File: src/rtl/fadd_pkg.sv
// ---------------------------------------------------------------------------
// fadd_pkg
// Shared definitions for the shared floating-point adder front end:
//   - FSM state encoding (3-bit codes plus the enum built on them)
//   - FP_WIDTH, the IEEE754 single-precision word width
//   - well-known result words (error marker, +/- infinity)
// No ports; imported by fadd_share_arbiter.
// ---------------------------------------------------------------------------
package fadd_pkg;

  localparam int FP_WIDTH = 32;

  // Raw state codes; kept as plain localparams so other blocks can decode
  // a state word without depending on the enum type.
  localparam logic [2:0] ST_IDLE  = 3'd0;
  localparam logic [2:0] ST_ISSUE = 3'd1;
  localparam logic [2:0] ST_WAIT  = 3'd2;
  localparam logic [2:0] ST_RESP  = 3'd3;
  localparam logic [2:0] ST_GAP   = 3'd4;

  typedef enum logic [2:0] {
    S_IDLE  = ST_IDLE,
    S_ISSUE = ST_ISSUE,
    S_WAIT  = ST_WAIT,
    S_RESP  = ST_RESP,
    S_GAP   = ST_GAP
  } fsmState_e;

  // Returned instead of a sum when the unit never reports done.
  localparam logic [FP_WIDTH-1:0] FP_ERR_WORD = 32'hFFFF_FFFF;
  localparam logic [FP_WIDTH-1:0] FP_POS_INF  = 32'h7F80_0000;
  localparam logic [FP_WIDTH-1:0] FP_NEG_INF  = 32'hFF80_0000;

endpackage

File: src/rtl/fadd_share_arbiter_rr_arbiter.sv
// ---------------------------------------------------------------------------
// rr_arbiter
// Purely combinational round-robin picker: grants the first set request
// bit at or after the pointer, wrapping modulo N.
// Ports:
//   req       [N-1:0]         request vector
//   ptr       [$clog2(N)-1:0] highest-priority index (must be < N)
//   grant     [N-1:0]         one-hot grant, all zero when req is zero
//   grantIdx  [$clog2(N)-1:0] index of the granted bit, 0 when none
// ---------------------------------------------------------------------------
module rr_arbiter #(
  parameter int N = 4
) (
  input  logic [N-1:0]         req,
  input  logic [$clog2(N)-1:0] ptr,
  output logic [N-1:0]         grant,
  output logic [$clog2(N)-1:0] grantIdx
);

  localparam int IW = $clog2(N);

  logic          found_s;
  logic [IW-1:0] candIdx_s;
  int            sum_s;

  // Walk the N candidates starting at ptr; first set bit wins.
  always_comb begin
    grant     = '0;
    grantIdx  = '0;
    found_s   = 1'b0;
    candIdx_s = '0;
    sum_s     = '0;
    for (int k = 0; k < N; k++) begin
      sum_s = int'(ptr) + k;
      if (sum_s < N) begin
        candIdx_s = IW'(sum_s);
      end else begin
        candIdx_s = IW'(sum_s - N);
      end
      if (!found_s && req[candIdx_s]) begin
        found_s           = 1'b1;
        grant[candIdx_s]  = 1'b1;
        grantIdx          = candIdx_s;
      end else begin
        found_s = found_s;
      end
    end
  end

endmodule

File: src/rtl/fadd_share_arbiter.sv
// ---------------------------------------------------------------------------
// fadd_share_arbiter
// Shares one single-precision add/sub unit between N_REQ requesters.
// Round-robin grant, level start/done handshake with the unit, a one-cycle
// ack per result, a timeout for a unit that never answers, and a fixed
// start-low gap between operations so the unit always sees a fresh edge.
// Ports:
//   clk, rst            clock, synchronous active-high reset
//   req/req_sub         per-requester request level and op (1 = subtract)
//   req_x/req_y         per-requester operands, slice i = [32*i+31:32*i]
//   ack                 one-hot one-cycle result pulse
//   rsp_result/rsp_err  result word / timeout flag, valid only with ack
//   busy                high whenever the FSM is not idle
//   fu_start/fu_sub     level start and op select to the unit
//   fu_x/fu_y           operands to the unit (held stable through the gap)
//   fu_done/fu_result   unit ready level and result word
// ---------------------------------------------------------------------------
module fadd_share_arbiter
  import fadd_pkg::*;
#(
  parameter int N_REQ   = 4,
  parameter int TIMEOUT = 64,
  parameter int GAP     = 2
) (
  input  logic                      clk,
  input  logic                      rst,
  input  logic [N_REQ-1:0]          req,
  input  logic [N_REQ-1:0]          req_sub,
  input  logic [FP_WIDTH*N_REQ-1:0] req_x,
  input  logic [FP_WIDTH*N_REQ-1:0] req_y,
  output logic [N_REQ-1:0]          ack,
  output logic [FP_WIDTH-1:0]       rsp_result,
  output logic                      rsp_err,
  output logic                      busy,
  output logic                      fu_start,
  output logic                      fu_sub,
  output logic [FP_WIDTH-1:0]       fu_x,
  output logic [FP_WIDTH-1:0]       fu_y,
  input  logic                      fu_done,
  input  logic [FP_WIDTH-1:0]       fu_result
);

  localparam int IW = $clog2(N_REQ);
  localparam int TW = $clog2(TIMEOUT);
  localparam int GW = $clog2(GAP);

  localparam logic [IW-1:0] LAST_IDX = IW'(N_REQ - 1);
  localparam logic [TW-1:0] TMO_LAST = TW'(TIMEOUT - 1);
  localparam logic [GW-1:0] GAP_LAST = GW'(GAP - 1);

  fsmState_e           state_r;
  logic [IW-1:0]       ptr_r;
  logic [IW-1:0]       grantIdx_r;
  logic [N_REQ-1:0]    grantOh_r;
  logic [TW-1:0]       tmoCnt_r;
  logic [GW-1:0]       gapCnt_r;

  logic [N_REQ-1:0]    arbGrant_s;
  logic [IW-1:0]       arbIdx_s;
  logic [FP_WIDTH-1:0] selX_s;
  logic [FP_WIDTH-1:0] selY_s;
  logic                selSub_s;

  rr_arbiter #(
    .N (N_REQ)
  ) u_arb (
    .req      (req),
    .ptr      (ptr_r),
    .grant    (arbGrant_s),
    .grantIdx (arbIdx_s)
  );

  // Operand mux for the requester the arbiter currently picks.
  always_comb begin
    selX_s   = '0;
    selY_s   = '0;
    selSub_s = 1'b0;
    for (int i = 0; i < N_REQ; i++) begin
      if (arbIdx_s == IW'(i)) begin
        selX_s   = req_x[i*FP_WIDTH +: FP_WIDTH];
        selY_s   = req_y[i*FP_WIDTH +: FP_WIDTH];
        selSub_s = req_sub[i];
      end else begin
        selSub_s = selSub_s;
      end
    end
  end

  // Control FSM; every output is a register updated here.
  always_ff @(posedge clk) begin
    if (rst) begin
      state_r    <= S_IDLE;
      ptr_r      <= '0;
      grantIdx_r <= '0;
      grantOh_r  <= '0;
      tmoCnt_r   <= '0;
      gapCnt_r   <= '0;
      ack        <= '0;
      rsp_result <= '0;
      rsp_err    <= 1'b0;
      busy       <= 1'b0;
      fu_start   <= 1'b0;
      fu_sub     <= 1'b0;
      fu_x       <= '0;
      fu_y       <= '0;
    end else begin
      // Response fields are only non-zero during the single RESP cycle.
      ack        <= '0;
      rsp_result <= '0;
      rsp_err    <= 1'b0;
      case (state_r)
        S_IDLE: begin
          if (|req) begin
            grantIdx_r <= arbIdx_s;
            grantOh_r  <= arbGrant_s;
            fu_sub     <= selSub_s;
            fu_x       <= selX_s;
            fu_y       <= selY_s;
            // Start rises together with the ISSUE state.
            fu_start   <= 1'b1;
            busy       <= 1'b1;
            state_r    <= S_ISSUE;
          end else begin
            fu_start   <= 1'b0;
            busy       <= 1'b0;
            state_r    <= S_IDLE;
          end
        end
        S_ISSUE: begin
          fu_start <= 1'b1;
          tmoCnt_r <= '0;
          state_r  <= S_WAIT;
        end
        S_WAIT: begin
          // Done wins over a timeout expiring in the same cycle.
          if (fu_done) begin
            rsp_result <= fu_result;
            rsp_err    <= 1'b0;
            ack        <= grantOh_r;
            fu_start   <= 1'b0;
            state_r    <= S_RESP;
          end else if (tmoCnt_r == TMO_LAST) begin
            rsp_result <= FP_ERR_WORD;
            rsp_err    <= 1'b1;
            ack        <= grantOh_r;
            fu_start   <= 1'b0;
            state_r    <= S_RESP;
          end else begin
            tmoCnt_r   <= tmoCnt_r + TW'(1);
            fu_start   <= 1'b1;
            state_r    <= S_WAIT;
          end
        end
        S_RESP: begin
          // The served requester drops to lowest priority.
          if (grantIdx_r == LAST_IDX) begin
            ptr_r <= '0;
          end else begin
            ptr_r <= grantIdx_r + IW'(1);
          end
          fu_start <= 1'b0;
          gapCnt_r <= '0;
          state_r  <= S_GAP;
        end
        S_GAP: begin
          fu_start <= 1'b0;
          if (gapCnt_r == GAP_LAST) begin
            busy    <= 1'b0;
            state_r <= S_IDLE;
          end else begin
            gapCnt_r <= gapCnt_r + GW'(1);
            state_r  <= S_GAP;
          end
        end
        default: begin
          fu_start <= 1'b0;
          busy     <= 1'b0;
          state_r  <= S_IDLE;
        end
      endcase
    end
  end

endmodule
File: config.mk
export PLATFORM = sky130hd
export DESIGN_NAME = fadd_share_arbiter
export DESIGN_NICKNAME = d
export VERILOG_FILES = /design/src/rtl/fadd_pkg.sv /design/src/rtl/fadd_share_arbiter_rr_arbiter.sv /design/src/rtl/fadd_share_arbiter.sv
export SDC_FILE = /design/constraint.sdc
export NUM_CORES = 1
export LEC_CHECK = 0
export CORE_AREA = 8 8 152 154
export DETAILED_ROUTE_END_ITERATION = 12
export DIE_AREA = 0 0 160 162
export GPL_TIMING_DRIVEN = 1
export MAX_ROUTING_LAYER = met4
export PLACE_DENSITY = 0.81
export RECOVER_POWER = 25
export SYNTH_ARGS = -nofsm -noshare
export SYNTH_HDL_FRONTEND = slang
export SYNTH_HIERARCHICAL = 1
export SYNTH_SLANG_ARGS = --single-unit
File: constraint.sdc
create_clock -name clk -period 4.15 [get_ports clk]
set_input_delay 0.83 -clock clk [delete_from_list [all_inputs] [get_ports clk]]
set_output_delay 0.83 -clock clk [all_outputs]
set_load 0.05 [all_outputs]
==> After elaboration in Yosys (flattened, before gate mapping) <==
Cells that the tools add are included.
{ "classes": {"n_reduce_logical": 21, "eq_ne": 12, "n_mux": 65, "n_lt_le_gt_ge": 12, "bitwise": 5, "n_addsub": 10} }
{ "ops": {"columns": ["cell", "n"], "rows": [
  ["2-to-1 mux 32 bit", 10],
  ["2-to-1 mux 1 bit", 24],
  ["2-to-1 mux 4 bit", 6],
  ["2-to-1 mux 2 bit", 9],
  ["< comparator 2 x 3 -> 1 bit, second input constant", 5],
  ["case mux 3 bit (5 select lines)", 1],
  ["2-to-1 mux 6 bit", 2],
  ["OR 4 bit", 3],
  ["case mux 6 bit (2 select lines)", 1],
  ["< comparator 3 bit, second input constant", 3],
  ["binary-select mux 1 bit (select 2 bit)", 4],
  ["demux 1 bit (select 2 bit)", 4],
  [">= comparator 2 x 1 -> 1 bit, second input constant", 4],
  ["subtractor 2 x 1 -> 2 bit, second input constant", 4],
  ["logical AND 1 bit", 7],
  ["adder 2 x 2 -> 3 bit, second input constant", 2],
  ["adder 6 x 1 -> 6 bit, second input constant", 1],
  ["equality test 2 bit, second input constant", 3],
  ["equality test 3 x 2 -> 1 bit, second input constant", 2],
  ["equality test 6 bit, second input constant", 1],
  ["inequality test 2 bit, second input constant", 3],
  ["case mux 1 bit (3 select lines)", 2],
  ["OR reduction 3 bit", 2],
  ["AND reduction 2 bit", 2],
  ["other kinds (16)", 20]
]} }
{ "word_totals": {"elab_cells": 139, "input_bits": 299, "out_inout_bits": 104, "ff_bits": 122} }

==> Longest topological paths before layout <==
{ "logic_depth": {"word_depth": 19, "depth_mapped": 12, "mapped_depth_nobuf": 9} }

==> By module <==
Netlist, hierarchy kept.
{ "by_module_without_submodules": {"columns": ["mod", "seq_area_each_um2", "area_each_um2", "instances", "cells_per_inst"], "rows": [
  ["fadd_share_arbiter", 2442.3, 6072.1, 1, 588],
  ["rr_arbiter", 0.0, 404.1, 1, 48]
]} }

==> Worst setup path before layout <==
No wires, ideal clock.
{ "synth_path": {"path_kind": "register -> register", "startpoint": "reg ptr_r[0]", "endpoint": "reg fu_x[24]", "setup_slack_ps": 951, "path_buffers": 3, "synth_period_minus_slack_ps": 3199, "setup_ps": 134, "stages_incl_launch_ff": 12, "t_required_ps": 4016, "arrival_time_ps": 3065, "path_cell_list": "dfxtp_1 > buf_2 > inv_1 > ha_1 > mux4_2 > nor4b_4 > a22o_1 > buf_2 > buf_1 > mux4_2 > nand2_1 > a21oi_1"} }
{ "synth_via": {"elab_chain_len": 19, "word_cells_on_any_way": 44, "cone_classes": "add/sub (7); order compare (4); eq/ne (3); mux (23); reduce/logical (7)"} }
{ "synth_rtl": {"columns": ["element", "line", "source"], "rows": [
  ["start: declaration", "fadd_share_arbiter.sv:52", "logic [IW-1:0] ptr_r;"],
  ["start signal: assignment", "fadd_share_arbiter.sv:159", "ptr_r <= grantIdx_r + IW'(1);"],
  ["branches (longest 13 deep; another with adder 2 x 1 -> 3 bit)", null, null],
  ["2-to-1 mux 2 bit *", "fadd_share_arbiter_rr_arbiter.sv:40", "if (!found_s && req[candIdx_s]) begin"],
  ["net arbIdx_s[1]", "fadd_share_arbiter.sv:59", "logic [IW-1:0] arbIdx_s;"],
  ["zero test 2 bit", "fadd_share_arbiter.sv:79", "if (arbIdx_s == IW'(i)) begin"],
  ["2-to-1 mux 32 bit (3 in series)", "fadd_share_arbiter.sv:79", null],
  ["2-to-1 mux 32 bit *", "fadd_share_arbiter.sv:79", null],
  ["end signal: assignment", "fadd_share_arbiter.sv:117", "fu_x <= selX_s;"],
  ["end: declaration", "fadd_share_arbiter.sv:37", "output logic [FP_WIDTH-1:0] fu_x,"]
]} }
Mark *: on every way through the listed nets, which the timed path passes. The select of a mux whose other input is x is not followed.
A chain may end at the register's enable or synchronous reset.

==> Final worst setup path <==
{ "layout_path": {"startpoint": "in rst", "endpoint": "reg fu_start"} }
{ "layout_rtl": {"columns": ["element", "line", "source"], "rows": [
  ["start: declaration", "fadd_share_arbiter.sv:26", "input logic rst,"],
  ["end signal: assignment", "fadd_share_arbiter.sv:102", "fu_start <= 1'b0;"],
  ["end signal: assignment", "fadd_share_arbiter.sv:120", "fu_start <= 1'b1;"],
  ["end signal: assignment", "fadd_share_arbiter.sv:124", "fu_start <= 1'b0;"],
  ["end: declaration", "fadd_share_arbiter.sv:35", "output logic fu_start,"]
]} }
No word-level cell between the ends.

==> results.tsv <==
stage	metric	value	unit
sta	final hold violations	0	
yosys	Async S/R FF share, synth	0	%
sta	unrepaired setup endpoints after global routing	no	
yosys	syn_nets	942	
worst_setup_path	CP delay by family, top	buffers and inverters	
route	number of iterations in the first detailed-routing pass	4	
placed_design	placed cells	1277	
sta	relative slew slack	-48.1	%
worst_setup_path	CP Max Fanout	52	
status	failing checks	capacitance limit, slew limit	
yosys	Seq/Total Area, Yosys	37.7	%
route	Starting DRT DRC Count	358	
worst_setup_path	CP required	4300	ps
sta	Final min period	3550	ps
cells_and_area	most common cell after layout, fill and taps aside	clkdlybuf4s50_1	
sta	Final Max Tran Viols	33	
yosys	count of state elements after synthesis	122	
sta	setup_tns	0	ps
sta	FMAX	282	MHz
global_route	first-pass GRT wire length	38200	um
worst_setup_path	Worst Path Buf+Inv	2	
placed_design	GP Congestion	0.785	
cells_and_area	most frequent cells in the layout	clkdlybuf4s50_1 (395), nand2_1 (149), dfxtp_1 (122)	
clock_tree	Clock Pin Slew Worst Setup and Hold Paths	60	ps
clock_tree	clock tree from TritonCTS	done	
floorplanning	die height	162	um
worst_setup_path	element type at the critical path start	input pin	
yosys	Cell variety after synth	46	
yosys	Avg Synthesized Cell Area	10.2	um^2
global_route	Total Routing Usage GR	19.1	%
power	Pwr per Cell Area	538	nW/um^2
sta	Worst Clk Skew	8.70	ps
floorplanning	Core Area	20700	um^2
route	via count	6296	
placed_design	Detailed Place HPWL	19600	um
floorplanning	Die Width	160	um
floorplanning	die footprint	25900	um^2
worst_setup_path	setup slack, reg-to-reg	1070	ps
worst_setup_path	WP data arrival	3710	ps
global_route	largest net degree at the start of global routing	53	
worst_setup_path	Worst path slowest cell	clkbuf_1	
clock_tree	H-tree levels	4	
cells_and_area	share of post-route cells with drive strength above 1	18.2	%
yosys	Gate Count Post-Synth	636	
clock_tree	clk_lat worst skew	410	ps
sta	Final Setup Violations	0	
job	max-cap violation count	1	
global_route	total gr overflow	0	
floorplanning	# IOs	403	
worst_setup_path	crit path kind	in -> reg	
sta	worst slew pin tran	2220	ps
worst_setup_path	Critical Path Sink Type	flop	
yosys	Mapped Area	6480	um^2
placed_design	port buffer count	402	
route	wire length per cell	18.9	um
worst_setup_path	CP peak stage delay	1650	ps
sta	fin crit share	85.6	%
clock_tree	root buf cell	clkbuf_16	
power	overall power	6080	uW
cells_and_area	final net count	1327	
clock_tree	CTS-repair resized insts	0	
clock_tree	CTS Hold Bufs	0	
clock_tree	CTS sink cnt	122	
floorplanning	FP Rows	53	
power	Peak VDD IR	0.221	mV
route	DRT antenna net count	0	
route	drt via density	4.81	
global_route	antenna violations before repair	0	
yosys	Yosys warnings	6	
yosys	Post-synth EDFFs	0	
route	DRC	0	
cells_and_area	Final Util	54.6	%
floorplanning	starting density of the core	31.3	%
clock_tree	Setup Buffers After CTS	0	
clock_tree	number of CTS-inserted buffers	17	
power	Leakage	0.00402	uW
worst_setup_path	crit-path cells	clkbuf_2 > clkbuf_1 > a2111oi_0	
route	Routed Wire Length	24700	um
cells_and_area	Area Overhead vs Synth	74.3	%
global_route	vias in the first global route	6823	
clock_tree	Clock Path Buffers	2	
yosys	top_reg_cell synth	dfxtp_1	
hold_path	Hold Path Class	reg -> reg	
status	outcome	complete, but fails checks	
cells_and_area	fin cells	1310	
through the flow:
| step | setup WS (ps) | cell area, um^2 | hold slack [ps] |
|---|---|---|---|
| floorplan | 951 | 6480 | 430 |
| global placement | 405 | 10700 | 441 |
| detailed placement | 306 | 10700 | 443 |
| CTS | 748 | 11300 | 453 |
| global route | 387 | 11300 | 471 |
| finish | 599 | 11300 | 451 |
worst min-delay path, cell delays in order (launching register included):
cell	delay, ps
dfxtp_1	300
nand2_1	50
a21oi_1	50
path summary, 6_finish.rpt:
check / startpoint / depth (start not counted) / endpoint
worst max-delay path: rst / 3 / fu_start
worst min-delay path: grantOh_r[3] / 2 / grantOh_r[3]
worst max register to register: ptr_r[1] / 10 / fu_y[23]
worst min register to register: grantOh_r[3] / 2 / grantOh_r[3]
synthesized netlist by cell type (8+ instances only):
cell type | number | share of area (%)
clkbuf_1 | 22 | 1.3
a21oi_1 | 82 | 6.3
dfxtp_1 | 122 | 38
o21ai_0 | 12 | 0.93
buf_6 | 11 | 1.9
mux4_2 | 69 | 24
a21oi_2 | 30 | 4.1
buf_2 | 14 | 1.1
nor2_1 | 14 | 0.81
nand2_1 | 149 | 8.6
nand2_2 | 31 | 3.0
a22oi_1 | 8 | 0.93
cell type report:
| cell class | count | area [um^2] |
|---|---|---|
| Antenna cell | 1 | 2.50 |
| Clock buffer | 17 | 425 |
| Clock inverter | 15 | 153 |
| Fill cell | 1812 | 9400 |
| Inverter | 5 | 18.8 |
| Multi-Input combinational cell | 453 | 3670 |
| Sequential cell | 122 | 2440 |
| Tap cell | 275 | 344 |
| Timing Repair Buffer | 422 | 4240 |
flip-flops by register name (all words and copies together), names as in the netlist, 3 cells and up:
signal and cells:
ack 4, fu_x 32, fu_y 32, grantOh_r 4, rsp_result 32, state_r 3
tmoCnt_r 6
routing by layer:
layer	GRT usage, %	share of wire [%]	vias up
li1	-	-	3050
met1	21.8	41	2966
met2	32.0	50	254
met3	6.20	7.7	26
met4	5.10	1.3	0
met5	-	0	-
where the power goes:
group	internal [uW]	switching, uW	total [uW]
Clock	800	657	1460
Combinational	1310	1760	3070
Sequential	1410	145	1550
Total	3520	2560	6080
logic make-up after synthesis:
family | Yosys count | synth area share (%)
compound gates | 143 | 13.5
xor+xnor | 3 | 0.406
fa+ha+maj | 7 | 1.35
buf+inv | 61 | 5.97
flops | 122 | 37.7
mux | 71 | 24.4
simple gates | 229 | 16.6
No activity file was read; power rests on OpenSTA's default activity.
